===== config.mk =====
export PLATFORM = sky130hd
export DESIGN_NAME = bg_frame_streamer
export DESIGN_NICKNAME = d
export VERILOG_FILES = /design/src/rtl/bg_frame_streamer_pkg.sv /design/src/rtl/bg_frame_streamer_rom.sv /design/src/rtl/bg_frame_streamer.sv
export SDC_FILE = /design/constraint.sdc
export NUM_CORES = 1
export LEC_CHECK = 0
export CORE_ASPECT_RATIO = 0.5
export CORE_UTILIZATION = 58
export DETAILED_ROUTE_END_ITERATION = 10
export PLACE_DENSITY_LB_ADDON = 0.25
export SYNTH_ARGS = -nofsm -noshare
export SYNTH_HDL_FRONTEND = slang
export SYNTH_SLANG_ARGS = --single-unit

===== constraint.sdc =====
create_clock -name clock -period 4.55 [get_ports clock]
set_input_delay 1.1375 -clock clock [delete_from_list [all_inputs] [get_ports clock]]
set_output_delay 1.1375 -clock clock [all_outputs]
set_load 0.05 [all_outputs]

===== src/rtl/bg_frame_streamer_pkg.sv =====
// Shared types and helpers for the background frame streamer.
package bg_frame_streamer_pkg;

    typedef enum logic [1:0] {
        StIdle  = 2'd0,
        StRun   = 2'd1,
        StDrain = 2'd2
    } state_e;

    // Bit width needed to index n items; never below one bit.
    function automatic int unsigned width_of(input int unsigned n);
        return (n <= 1) ? 1 : $clog2(n);
    endfunction

    // First ROM word of frame sel; frames are stored back to back.
    function automatic int unsigned frame_base(input int unsigned sel,
                                               input int unsigned img_w,
                                               input int unsigned img_h);
        return sel * img_w * img_h;
    endfunction

endpackage


===== src/rtl/bg_frame_streamer_rom.sv =====
// Frame store: synchronous ROM with a registered address and an unregistered
// output, so a word appears one clock after its address is presented.
// The stored image is the word-equals-address test pattern; an empty
// INIT_FILE gives a blank ROM.
module image_rom #(
    parameter int unsigned PIX_W     = 9,
    parameter int unsigned ADDR_W    = 18,
    parameter int unsigned DEPTH     = 153600,
    parameter string       INIT_FILE = "bmp_320_9.mif"
) (
    input  logic              clk_i,
    input  logic [ADDR_W-1:0] addr_i,
    output logic [PIX_W-1:0]  q_o
);

    localparam bit HasImage = (INIT_FILE != "");

    logic [ADDR_W-1:0] addr_q;

    // Address register: the only clocked element of the ROM.
    always_ff @(posedge clk_i) begin
        addr_q <= addr_i;
    end

    // Word lookup; addresses beyond the stored frames read as zero.
    always_comb begin
        q_o = '0;
        if (HasImage && (32'(addr_q) < DEPTH)) begin
            q_o = PIX_W'(addr_q);
        end
    end

endmodule


===== src/rtl/bg_frame_streamer.sv =====
// Streams one stored frame in raster order over a valid/ready pixel port.
// Reads are issued only while FIFO occupancy plus the in-flight read stays
// below two, so backpressure never overflows the 2-entry output FIFO.
module bg_frame_streamer
    import bg_frame_streamer_pkg::*;
#(
    parameter int unsigned IMG_W      = 320,
    parameter int unsigned IMG_H      = 240,
    parameter int unsigned PIX_W      = 9,
    parameter int unsigned NUM_IMAGES = 2,
    parameter string       INIT_FILE  = "bmp_320_9.mif",
    localparam int unsigned ADDR_W    = width_of(NUM_IMAGES * IMG_W * IMG_H),
    localparam int unsigned X_W       = width_of(IMG_W),
    localparam int unsigned Y_W       = width_of(IMG_H),
    localparam int unsigned SEL_W     = width_of(NUM_IMAGES)
) (
    input  logic             clock,
    input  logic             reset,
    input  logic             start,
    input  logic [SEL_W-1:0] img_sel,
    input  logic             abort,
    output logic             busy,
    output logic             done,
    output logic             err,
    output logic             pix_valid,
    input  logic             pix_ready,
    output logic [PIX_W-1:0] pix_color,
    output logic [X_W-1:0]   pix_x,
    output logic [Y_W-1:0]   pix_y,
    output logic             pix_last
);

    typedef struct packed {
        logic [X_W-1:0] x;
        logic [Y_W-1:0] y;
        logic           last;
    } tag_t;

    typedef struct packed {
        logic [PIX_W-1:0] color;
        tag_t             tag;
    } pix_t;

    state_e            state_q, state_d;
    logic [ADDR_W-1:0] base_q, base_d;
    logic [ADDR_W-1:0] lin_q, lin_d;
    logic [X_W-1:0]    x_q, x_d;
    logic [Y_W-1:0]    y_q, y_d;
    logic              infl_q, infl_d;
    tag_t              infl_tag_q, infl_tag_d;
    logic              err_q, err_d;
    pix_t              mem_q [2];
    pix_t              mem_d [2];
    logic              wr_ptr_q, wr_ptr_d;
    logic              rd_ptr_q, rd_ptr_d;
    logic [1:0]        cnt_q, cnt_d;

    logic [ADDR_W-1:0] rom_addr;
    logic [PIX_W-1:0]  rom_q;
    logic              pop;
    logic              at_end;
    logic [2:0]        outstanding;
    pix_t              head;

    assign rom_addr = base_q + lin_q;
    assign at_end   = (x_q == X_W'(IMG_W - 1)) && (y_q == Y_W'(IMG_H - 1));
    assign pop      = pix_valid && pix_ready;
    // A concurrent pop frees a slot this cycle, which keeps ready-high bubble-free.
    assign outstanding = {1'b0, cnt_q} + {2'b00, infl_q} - {2'b00, pop};

    image_rom #(
        .PIX_W    (PIX_W),
        .ADDR_W   (ADDR_W),
        .DEPTH    (NUM_IMAGES * IMG_W * IMG_H),
        .INIT_FILE(INIT_FILE)
    ) u_rom (
        .clk_i (clock),
        .addr_i(rom_addr),
        .q_o   (rom_q)
    );

    // Next-state: FSM, raster counters, read issue and FIFO bookkeeping.
    always_comb begin
        state_d    = state_q;
        base_d     = base_q;
        lin_d      = lin_q;
        x_d        = x_q;
        y_d        = y_q;
        infl_d     = 1'b0;
        infl_tag_d = infl_tag_q;
        err_d      = 1'b0;
        mem_d      = mem_q;
        wr_ptr_d   = wr_ptr_q;
        rd_ptr_d   = rd_ptr_q;
        cnt_d      = cnt_q;
        done       = 1'b0;

        unique case (state_q)
            StIdle: begin
                if (start) begin
                    if (32'(img_sel) < NUM_IMAGES) begin
                        base_d  = ADDR_W'(frame_base(32'(img_sel), IMG_W, IMG_H));
                        lin_d   = '0;
                        x_d     = '0;
                        y_d     = '0;
                        state_d = StRun;
                    end else begin
                        err_d = 1'b1;
                    end
                end
            end
            StRun: begin
                if (outstanding < 3'd2) begin
                    infl_d     = 1'b1;
                    infl_tag_d = '{x: x_q, y: y_q, last: at_end};
                    lin_d      = lin_q + ADDR_W'(1);
                    if (x_q == X_W'(IMG_W - 1)) begin
                        x_d = '0;
                        y_d = y_q + Y_W'(1);
                    end else begin
                        x_d = x_q + X_W'(1);
                    end
                    if (at_end) begin
                        state_d = StDrain;
                    end
                end
            end
            StDrain: begin
                if ((cnt_q == 2'd0) && !infl_q) begin
                    done    = 1'b1;
                    state_d = StIdle;
                end
            end
            default: state_d = StIdle;
        endcase

        // The ROM word for last cycle's read lands in the FIFO now.
        if (infl_q) begin
            mem_d[wr_ptr_q] = '{color: rom_q, tag: infl_tag_q};
            wr_ptr_d        = ~wr_ptr_q;
        end
        if (pop) begin
            rd_ptr_d = ~rd_ptr_q;
        end
        cnt_d = cnt_q + {1'b0, infl_q} - {1'b0, pop};

        // Abort wins over any transfer, issue or completion this cycle.
        if (abort && (state_q != StIdle)) begin
            state_d  = StIdle;
            infl_d   = 1'b0;
            cnt_d    = 2'd0;
            wr_ptr_d = 1'b0;
            rd_ptr_d = 1'b0;
            done     = 1'b0;
        end
    end

    // State registers with asynchronous reset.
    always_ff @(posedge clock or posedge reset) begin
        if (reset) begin
            state_q    <= StIdle;
            base_q     <= '0;
            lin_q      <= '0;
            x_q        <= '0;
            y_q        <= '0;
            infl_q     <= 1'b0;
            infl_tag_q <= '0;
            err_q      <= 1'b0;
            mem_q[0]   <= '0;
            mem_q[1]   <= '0;
            wr_ptr_q   <= 1'b0;
            rd_ptr_q   <= 1'b0;
            cnt_q      <= 2'd0;
        end else begin
            state_q    <= state_d;
            base_q     <= base_d;
            lin_q      <= lin_d;
            x_q        <= x_d;
            y_q        <= y_d;
            infl_q     <= infl_d;
            infl_tag_q <= infl_tag_d;
            err_q      <= err_d;
            mem_q      <= mem_d;
            wr_ptr_q   <= wr_ptr_d;
            rd_ptr_q   <= rd_ptr_d;
            cnt_q      <= cnt_d;
        end
    end

    // Output port driven from the FIFO head; zeroed while nothing is valid.
    always_comb begin
        head      = mem_q[rd_ptr_q];
        pix_valid = (cnt_q != 2'd0);
        pix_color = pix_valid ? head.color : '0;
        pix_x     = pix_valid ? head.tag.x : '0;
        pix_y     = pix_valid ? head.tag.y : '0;
        pix_last  = pix_valid && head.tag.last;
        busy      = (state_q != StIdle);
        err       = err_q;
    end

endmodule


==> results.toml <==
[status]
outcome = "finished, final reports clean"

[place]
dp_hpwl_mm = 7.69
postPlaceCellArea_um2 = 6320
port_buffers = 35
routabilityCongestion = 0.848
place_inst = 719

[clock_network]
post_cts_buffers = 0
worstSkewPairLatency_ns = 0.41
cts_tree = "done"
root_buffer = "clkbuf_16"
cts.path.max_buffers = 2
post_cts_resized = 0
h-tree-depth = 4
cts_hold_buf = 0
cts_made_buffers = 17
path_clk_slew_ns = 0.06
clkSinkCount = 131

[logic_synthesis]
yosysSeqAreaShare_pct = 54.9
synth_edf_count = 0
ys_ff_latch = 131
netlist_instances = 567
synth_cell_types = 47
netlist_area_um2 = 5830
synth_ff_type = "dfrtp_1"
ys_warn_count = 0
syn_avg_cell_area_um2 = 10.3
synth_nets = 583
async_flop_share_pct = 87.8

[setup_path]
path_class = "in2out"
startpoint_type = "input port"
worstPathArrival_ns = 2.75
end_kind = "primary output"
slowest_stage = "clkdlybuf4s50_1"
slowest_delay_ns = 0.85
critPathBufInv = 2
critPathRequiredTime_ns = 3.41
crit_start = "abort"
worstReg2RegStart = "cnt_q[1]$_DFF_PP0_"
crit_chain = "clkdlybuf4s50_1 > nor4_1 > clkdlybuf4s50_1"
path_delay_family = "buffers and inverters"
worst-path-max-fanout = 4
critPathMostFrequentCell = "clkdlybuf4s50_1"

[layout]
area_delta_synth_final_pct = 18.5
design_area_um2 = 6910
multi_input_area_um2 = 2480
antenna_cells = 0
layout-drive-gt1-share_pct = 13.6
regArea_um2 = 3200
nets = 619
final-instance-count-excl-fill = 751
fillCellCount = 688

[route]
vias = 4179
finalWirelength_mm = 12.2
route.detailed.drc = 0
wl_per_cell_um = 16.3
ant_nets = 0
viasPerCell = 5.56
firstDrtPassIters = 5
drt_iter0_markers = 240

[worst_hold_path]
hold_class = "reg2reg"
worstHoldStart = "lin_q[5]$_DFFE_PP0P_"

[global_route]
grt_pass1_vias = 3985
gr-total-overflow = 0
grt_usage_pct = 26.4
grt_start_max_net_pins = 61
antenna_found_initial = 0
grt_pass1_wl_mm = 20.4

[floorplanning]
start_util_pct = 60.7
io_pins = 37
die_w_um = 144
die_area_um2 = 10500
fp.dieH_um = 72.9
row_count = 25
coreArea_um2 = 9600

[timing]
fin_worst_skew_ns = 0.00542
max_slew_margin_pct = 28.8
finalCritPeriodShare_pct = 85.4
hold_viol_final = 0
slew_violations = 0
rsz0062_at_grt = "no"
tightest_slew_ns = 1.06
setup_tns_ns = 0
finalSetupViolations = 0
fin_crit_ns = 3.89
max_freq_mhz = 257

[pwr]
ir_drop_uv = 293
powerDensity_nw_per_um2 = 532
p_leak_nw = 3.19

[run]
cap_violations = 0
[layout by cell type, fill, tap and decap left out, types with 5 or more instances in the layout]
| master | Yosys | routed |
|---|---|---|
| buf_4 | 2 | 8 |
| xnor2_1 | 16 | 16 |
| and3_1 | 6 | 6 |
| nand2_1 | 108 | 108 |
| nor2b_1 | 7 | 7 |
| nor2_1 | 59 | 58 |
| clkdlybuf4s50_1 | 0 | 35 |
| inv_1 | 9 | 8 |
| dfxtp_1 | 16 | 16 |
| mux2i_1 | 28 | 28 |
| nor3_1 | 7 | 7 |
| xor2_1 | 9 | 9 |
| mux2_2 | 36 | 36 |
| nand3_1 | 14 | 14 |
| nand2b_1 | 5 | 5 |
| ha_1 | 8 | 8 |
| dfrtp_1 | 115 | 115 |
| nand4_1 | 10 | 10 |
| o21ai_0 | 36 | 36 |
| clkbuf_16 | 0 | 17 |
| a21oi_1 | 7 | 7 |
[where the power goes]
part | leakage, nW | switching, W | total (W) | internal, W
combinational | 1.20 | 0.000592 | 0.000900 | 0.000307
clock | 0.285 | 0.000517 | 0.00135 | 0.000829
sequential | 1.71 | 0.000120 | 0.00143 | 0.00131
[registers in the layout, indices dropped and copies added (netlist names), 2 cells and up]
signal,count
u_rom.addr_q,16
y_q,8
state_q,2
mem_q,54
lin_q,18
x_q,9
infl_tag_q,18
cnt_q,2
[cell usage after synthesis (all sizes together) (2+ instances only)]
cell type,count,area share (%)
nor3,7,0.60
nor4b,2,0.30
nor4,4,0.43
xor2,9,1.4
nor3b,2,0.34
nand3,14,1.2
o31ai,3,0.39
mux2,36,7.0
and3,6,0.64
dfxtp,16,5.5
clkbuf,19,1.2
and2,4,0.43
a21oi,8,0.75
mux2i,28,4.8
or3,3,0.32
dfrtp,115,49
inv,9,0.58
xnor2,16,2.4
nand2,108,7.0
fa,2,0.69
nor2,60,3.9
nor2b,7,0.75
o41ai,3,0.45
o21ai,36,3.1
ha,8,1.7
nand4,10,1.1
a31oi,4,0.43
nand4b,4,0.60
nand2b,5,0.54
buf,8,0.75
[stage by stage]
stage | utilization, % | hold slack (ns) | setup slack, ns | total power [W]
final | 72.0 | 0.438 | 0.665 | 0.00368
after global placement | 65.8 | 0.417 | 0.530 | 0.00230
after global routing | 72.0 | 0.458 | 0.573 | 0.00385
after CTS | 72.0 | 0.434 | 0.663 | 0.00369
after detailed placement | 65.8 | 0.422 | 0.438 | 0.00234
after floorplan | - | 0.398 | 0.368 | 0.00207
[layout make-up]
| cell class | instances | share of cell area (%) |
|---|---|---|
| Sequential cell | 131 | 46.3 |
| Tap cell | 135 | 2.44 |
| Timing Repair Buffer | 44 | 6.23 |
| Inverter | 9 | 0.525 |
| Multi-Input combinational cell | 400 | 35.9 |
| Clock buffer | 19 | 6.41 |
| Clock inverter | 13 | 2.17 |
[kinds of logic after synthesis]
group / synth area share (%)
AND/OR/NAND/NOR: 18.6
flip-flops: 54.9
AO/OA/AOI/OAI: 5.95
XOR/XNOR: 3.76
adder cells (fa/ha/maj): 2.40
buffers and inverters: 2.58
other: 0.0643
multiplexers: 11.8
[routing by layer]
layer	part of all wire [%]	vias up	track usage, %
li1	-	1998	-
met3	4.1	19	5.97
met5	0	-	0
met4	1.1	0	8.98
met1	50	2058	37.3
met2	45	104	40.7
[worst paths after layout]
check	endpoint	slack, ns	cells after the start
max	done	0.66	3
min	u_rom.addr_q[5]$_DFF_P_	0.44	0
min reg2reg	u_rom.addr_q[5]$_DFF_P_	0.44	0
max reg2reg	y_q[6]$_DFFE_PP0P_	0.86	14
max in group asynchronous	mem_q[42]$_DFFE_PP0P_	2.60	3
min in group asynchronous	x_q[5]$_DFFE_PP0P_	1.21	2
No activity file was read; power rests on OpenSTA's default activity.
